==> config.mk <==
export PLATFORM = sky130hd
export DESIGN_NAME = piso_serializer
export DESIGN_NICKNAME = d
export VERILOG_FILES = /design/src/rtl/shift_pkg.sv /design/src/rtl/bit_counter.sv /design/src/rtl/piso_serializer.sv
export SDC_FILE = /design/constraint.sdc
export NUM_CORES = 1
export LEC_CHECK = 0
export ABC_AREA = 0
export BUFFER_PORTS_ARGS = -buffer_cell sky130_fd_sc_hd__buf_2
export CAP_MARGIN = 20
export CORE_AREA = 2 2 39 41
export DETAILED_ROUTE_END_ITERATION = 16
export DIE_AREA = 0 0 41 43
export HOLD_SLACK_MARGIN = 0.05
export PLACE_DENSITY = 0.56
export SKIP_CTS_REPAIR_TIMING = 1
export SLEW_MARGIN = 10
export SYNTH_ARGS = -nofsm -noshare
export SYNTH_HDL_FRONTEND = slang
export SYNTH_SLANG_ARGS = --single-unit
==> constraint.sdc <==
create_clock -name clk -period 1.24 [get_ports clk]
set_input_delay 0.186 -clock clk [delete_from_list [all_inputs] [get_ports clk]]
set_output_delay 0.186 -clock clk [all_outputs]
set_load 0.01 [all_outputs]
==> src/rtl/shift_pkg.sv <==
// Shared definitions for the parallel-to-serial shifter family.
package shift_pkg;

   localparam int unsigned DEFAULT_WIDTH = 4;

   typedef enum logic {
      IDLE  = 1'b0,
      SHIFT = 1'b1
   } state_t;

endpackage

==> src/rtl/bit_counter.sv <==
// Modulo-MODULUS up counter with synchronous clear, enable and terminal count.
module bit_counter #(
   parameter  int unsigned MODULUS = 4,
   localparam int unsigned CW      = (MODULUS > 1) ? $clog2(MODULUS) : 1
) (
   input  logic          clk,
   input  logic          clr,
   input  logic          en,
   output logic [CW-1:0] count,
   output logic          tc
);

   // Wraps explicitly at MODULUS-1 so non-power-of-two widths stay in range.
   always_ff @(posedge clk) begin
      if (clr) begin
         count <= '0;
      end else if (en) begin
         if (tc) count <= '0;
         else    count <= count + CW'(1);
      end
   end

   always_comb begin
      tc = (count == CW'(MODULUS - 1));
   end

endmodule

==> src/rtl/piso_serializer.sv <==
// Parallel-in serial-out shifter with a valid/ready load port and frame markers.
module piso_serializer
   import shift_pkg::*;
#(
   parameter int unsigned WIDTH     = DEFAULT_WIDTH,
   parameter int unsigned MSB_FIRST = 1
) (
   input  logic             clk,
   input  logic             rst,
   input  logic [WIDTH-1:0] din_par,
   input  logic             load_valid,
   output logic             load_ready,
   output logic             dout,
   output logic             dout_valid,
   output logic             frame_start,
   output logic             frame_done
);

   localparam int unsigned CW  = (WIDTH > 1) ? $clog2(WIDTH) : 1;
   localparam bit          MSB = (MSB_FIRST != 0);

   state_t           state;
   state_t           state_nxt;
   logic [WIDTH-1:0] shreg;
   logic [WIDTH-1:0] shreg_shifted;
   logic             head;
   logic [CW-1:0]    count;
   logic             tc;
   logic             accept;

   always_comb begin
      accept = load_valid & load_ready;
   end

   // Counter restarts on every accepted word and on reset.
   bit_counter #(
      .MODULUS (WIDTH)
   ) u_bit_counter (
      .clk   (clk),
      .clr   (rst | accept),
      .en    (state == SHIFT),
      .count (count),
      .tc    (tc)
   );

   always_comb begin
      head          = MSB ? shreg[WIDTH-1] : shreg[0];
      shreg_shifted = MSB ? {shreg[WIDTH-2:0], 1'b0} : {1'b0, shreg[WIDTH-1:1]};
   end

   always_ff @(posedge clk) begin
      if (rst)                 shreg <= '0;
      else if (accept)         shreg <= din_par;
      else if (state == SHIFT) shreg <= shreg_shifted;
   end

   // State register.
   always_ff @(posedge clk) begin
      if (rst) state <= IDLE;
      else     state <= state_nxt;
   end

   // Next state: an accept in the last-bit cycle keeps shifting with no gap.
   always_comb begin
      state_nxt = state;
      case (state)
         IDLE:    if (accept) state_nxt = SHIFT;
         SHIFT:   if (tc && !accept) state_nxt = IDLE;
         default: state_nxt = IDLE;
      endcase
   end

   // Outputs decode only registered state, counter and shift register.
   always_comb begin
      load_ready  = 1'b0;
      dout        = 1'b0;
      dout_valid  = 1'b0;
      frame_start = 1'b0;
      frame_done  = 1'b0;
      case (state)
         IDLE: begin
            load_ready = 1'b1;
         end
         SHIFT: begin
            dout        = head;
            dout_valid  = 1'b1;
            frame_start = (count == '0);
            frame_done  = tc;
            load_ready  = tc;
         end
         default: begin
            load_ready = 1'b0;
         end
      endcase
   end

endmodule

After elaboration in Yosys (flattened, before gate mapping)
Index checks and enable logic that the tools add are counted.

storage, ports and cells
  register bits = 7
  input bits = 7
  output and inout port bits = 5
  word-level logic and storage cells = 23

operators by class
  add/sub/neg operators = 1
  eq/ne operators = 1
  muxes and demuxes = 11
  bitwise logic cells = 3
  reductions and logical operators = 4

operators with widths
  operator                                                        count
  4-bit 2-to-1 mux                                                2
  1-bit 2-to-1 mux                                                6
  1-bit case mux with 2 select lines                              2
  2-bit by 1-bit adder with 2-bit output (second input constant)  1
  2-bit equality test (second input constant)                     1
  2-bit zero test                                                 1
  2-bit 2-to-1 mux                                                1
  2-bit nonzero test                                              1
  1-bit AND                                                       1
  1-bit logical AND                                               1
  1-bit zero test                                                 1
  1-bit inverter                                                  1
  1-bit bitwise OR                                                1

Longest topological paths before layout
  depth in word-level cells = 7
  depth in mapped cells = 5

Cells and area by module
From an unflattened synthesis, not the netlist that was laid out.

second synthesis, totals
  cell total of the unflattened synthesis = 42
  area, all modules = 371.6 um^2

by module, submodules not included
  module           instances  cells each  area each (um^2)
  piso_serializer  1          34          285.3
  bit_counter      1          8           86.3

Least setup slack after synthesis
No wires, ideal clock.

  path type = reg-to-reg
  start point = register u_bit_counter.count[0]
  end point = register shreg[1]
  setup time = 0.119 ns
  arrival time = 0.961 ns
  data required time = 1.121 ns
  setup slack = 0.160 ns
  cell stages (with the launch flop) = 5
  buffers on the path = 0
  clock period less this slack = 1.080 ns
  cell sequence = dfxtp_1 -> ha_1 -> nand2_1 -> nand2_1 -> o221a_1

on the way
  word-level cells in the longest chain between the ends = 4
  elaborated cells on any way between the ends = 5

RTL lines
  item                                                    line                   source
  start: declaration                                      bit_counter.sv:9       output logic [CW-1:0] count,
  start signal: assignment                                bit_counter.sv:19      else count <= count + CW'(1);
  2-bit equality test *                                   bit_counter.sv:24      tc = (count == CW'(MODULUS - 1));
  1-bit case mux with 2 select lines *                    piso_serializer.sv:80  case (state)
  1-bit AND *                                             piso_serializer.sv:32  accept = load_valid & load_ready;
  4-bit 2-to-1 mux or 2-bit nonzero test (tied branches)  n/a
  end signal: assignment                                  piso_serializer.sv:53  else if (accept) shreg <= din_par;
  end signal: assignment                                  piso_serializer.sv:54  else if (state == SHIFT) shreg <= shreg_shifted;
  end: declaration                                        piso_serializer.sv:24  logic [WIDTH-1:0] shreg;

Every way passes the cells marked *; elsewhere a longest branch is shown, timed or not.
A chain may end at the register's enable or synchronous reset.

Worst setup path in the final report
  start point = register u_bit_counter.count[0]
  end point = output port frame_done

on the way
  word-level cells in the longest chain between the ends = 2

RTL lines
  item                 line                   source
  2-bit equality test  bit_counter.sv:24
  1-bit 2-to-1 mux     piso_serializer.sv:80
  end: declaration     piso_serializer.sv:16  output logic frame_done

Every way passes these cells.

==> results.sh <==
export IMPL_htree_levels=1
export IMPL_drv_slew=0
export IMPL_grt_max_degree=16
export IMPL_critPathLaunchType="flip-flop"
export IMPL_min_period_ns=1.26
export IMPL_syn_nets=57
export IMPL_layout_setup_ws_ns=-0.0185
export IMPL_syn_to_final_growth_pct=34.0
export IMPL_via_per_inst=4.52
export IMPL_post_drt_wl_per_cell_um=10.7
export IMPL_clk_latency_ns=0.25
export IMPL_p_sw_mw=0.151
export IMPL_syn_inst=48
export IMPL_peakVddDrop_mv=0.302
export IMPL_cp_end_kind="primary output"
export IMPL_antenna_found_initial=0
export IMPL_dp_slack_ns=0.0669
export IMPL_route_detailed_drc=0
export IMPL_powerDensity_nw_per_um2=1070
export IMPL_io_buffers=11
export IMPL_clkPwrFrac_pct=37.5
export IMPL_syn_area_per_cell_sq_um=8.21
export IMPL_yosys_register_bits=7
export IMPL_finalSetupViolations=2
export IMPL_firstDrtPassIters=2
export IMPL_fill_cells=146
export IMPL_cts_tree="built"
export IMPL_die_area_sq_um=1760
export IMPL_final_nets=73
export IMPL_drt_wl_total_um=844
export IMPL_dieHeight_um=43
export IMPL_p_leak_nw=0.239
export IMPL_rsz0062_at_grt="yes"
export IMPL_intPower_mw=0.413
export IMPL_grt_util_all_layers_pct=10.4
export IMPL_dp_hpwl_um=609
export IMPL_synthFlopType="dfxtp_1"
export IMPL_violations="negative setup slack"
export IMPL_required_ns=1.05
export IMPL_worstMarginPinSlew_ns=0.262
export IMPL_die_w_um=41
export IMPL_crit_arrival_ns=1.07
export IMPL_synth_edff_count=0
export IMPL_core_area_sq_um=1380
export IMPL_io_pins=12
export IMPL_path_class="flip-flop to primary output"
export IMPL_synth_yosys_warnings=0
export IMPL_cp_max_fo=6
export IMPL_fmax_mhz=795
export IMPL_hold_path_class="primary input to flip-flop"
export IMPL_p_comb_share_pct=17.5
export IMPL_place_gp_congestion=0.689
export IMPL_fin_crit_sh_pct=101
export IMPL_synthArstFlopShare_pct=0
export IMPL_fin_util_pct=38.2
export IMPL_start_util_pct=28.5
export IMPL_ant_nets=0
export IMPL_clock_sinks=7
export IMPL_pwr_share_seq_pct=45.1
export IMPL_rows=14
export IMPL_syn_area_sq_um=394
export IMPL_path_clk_slew_ns=0.06
export IMPL_dr_total_vias=357
export IMPL_p_sw_share_pct=26.8
export IMPL_slew_headroom_pct=82.5
export IMPL_drive_above_1_share_pct=39.7
export IMPL_holdWs_ns=0.182
export IMPL_grt_pass1_wl_mm=1.18
export IMPL_drt_initial_drc_count=1
export IMPL_outcome="complete, but fails checks"
export IMPL_timing_clock_skew_ns=0.00129
export IMPL_ys_seq_area_share_pct=35.6
export IMPL_grt_pass1_vias=317
export IMPL_cts_made_buffers=3
export IMPL_cts_buffer_depth=2
export IMPL_cts_root_buf="clkbuf_4"
export IMPL_hold_viol=0
export IMPL_ys_types=17
export IMPL_maxCapViolCount=0
export IMPL_grt_ovfl_total=0
export IMPL_antenna_cells=0
## worst paths after layout
kind,from,to,slack (ns),cells past startpoint
setup / recovery,u_bit_counter.count[0],frame_done,-0.02,3
hold / removal,rst,state,0.18,2
setup reg to reg,u_bit_counter.count[0],shreg[1],0.18,4
hold reg to reg,state,state,0.52,2
## cells in the mapped netlist, types with 2 or more instances
library cell  instances  share of area (%)
nor2_1                8                7.6
dfxtp_1               7                 36
inv_1                 6                5.7
a21oi_1               5                6.3
a31oi_1               3                4.8
and2_1                3                4.8
o221a_1               3                8.6
buf_6                 2                5.7
ha_1                  2                6.3
nand2_1               2                1.9
## state kept, by name, indices dropped and copies added, names as in the netlist
| register | count |
|---|---|
| state | 1 |
| u_bit_counter.count | 2 |
| shreg | 4 |
## logic make-up (layout without fill, tap and decap cells)
family          Yosys count  count (layout)  synth area share (%)
simple gates             16              16                  19.0
compound gates           13              13                  23.8
buf+inv                   9              24                  12.7
flops                     7               7                  35.6
fa+ha+maj                 2               2                  6.35
mux                       1               1                  2.54
## metal layers
| metal | share of wire (%) | vias to the layer above | GRT usage (%) |
|---|---|---|---|
| met5 | 0 | - | 0 |
| met4 | 0.83 | 0 | 10.0 |
| met3 | 3.1 | 2 | 4.71 |
| met2 | 49 | 7 | 12.8 |
| met1 | 47 | 151 | 12.5 |
| li1 | - | 197 | - |
## final cells by class
| type | count | area (sq um) | share of cell area [%] |
|---|---|---|---|
| Sequential cell | 7 | 149 | 28.2 |
| Multi-Input combinational cell | 32 | 226 | 42.9 |
| Tap cell | 16 | 20.0 | 3.79 |
| Clock buffer | 4 | 26.3 | 4.98 |
| Timing Repair Buffer | 14 | 83.8 | 15.9 |
| Inverter | 6 | 22.5 | 4.27 |
## stage by stage
| stage | instance area (sq um) | std cells | setup TNS, ns | total power, mW |
|---|---|---|---|---|
| after floorplan | 394 | 48 | 0 | 0.320 |
| after global placement | 457 | 74 | 0 | 0.349 |
| after detailed placement | 457 | 74 | 0 | 0.351 |
| after CTS | 483 | 78 | -0.453 | 0.565 |
| after global routing | 528 | 79 | -0.126 | 0.596 |
| final | 528 | 79 | -0.0232 | 0.565 |
## cell usage in the layout, fill, tap and decap left out, drive strengths merged
master / instances
a21oi: 5
a31oi: 3
a32oi: 1
and2: 3
buf: 14
clkbuf: 4
dfxtp: 7
ha: 2
inv: 6
mux2i: 1
nand2: 2
nand2b: 1
nand3: 1
nor2: 8
nor3b: 1
o21a: 1
o221a: 3
## worst max-delay path, cell delays in order, from the launching register on
cell	delay [ns]
dfxtp_4	0.36
ha_4	0.18
and2_1	0.15
buf_2	0.13
## power by group through the flow
stage                     logic, mW  registers (mW)  clock network [mW]
after global routing          0.111           0.256               0.229
after CTS                    0.0940           0.252               0.219
after detailed placement     0.0935           0.257                   0
after floorplan              0.0650           0.255                   0
final                        0.0987           0.255               0.212
after global placement       0.0926           0.257                   0
Note: power is estimated with default switching activity, not from simulation.
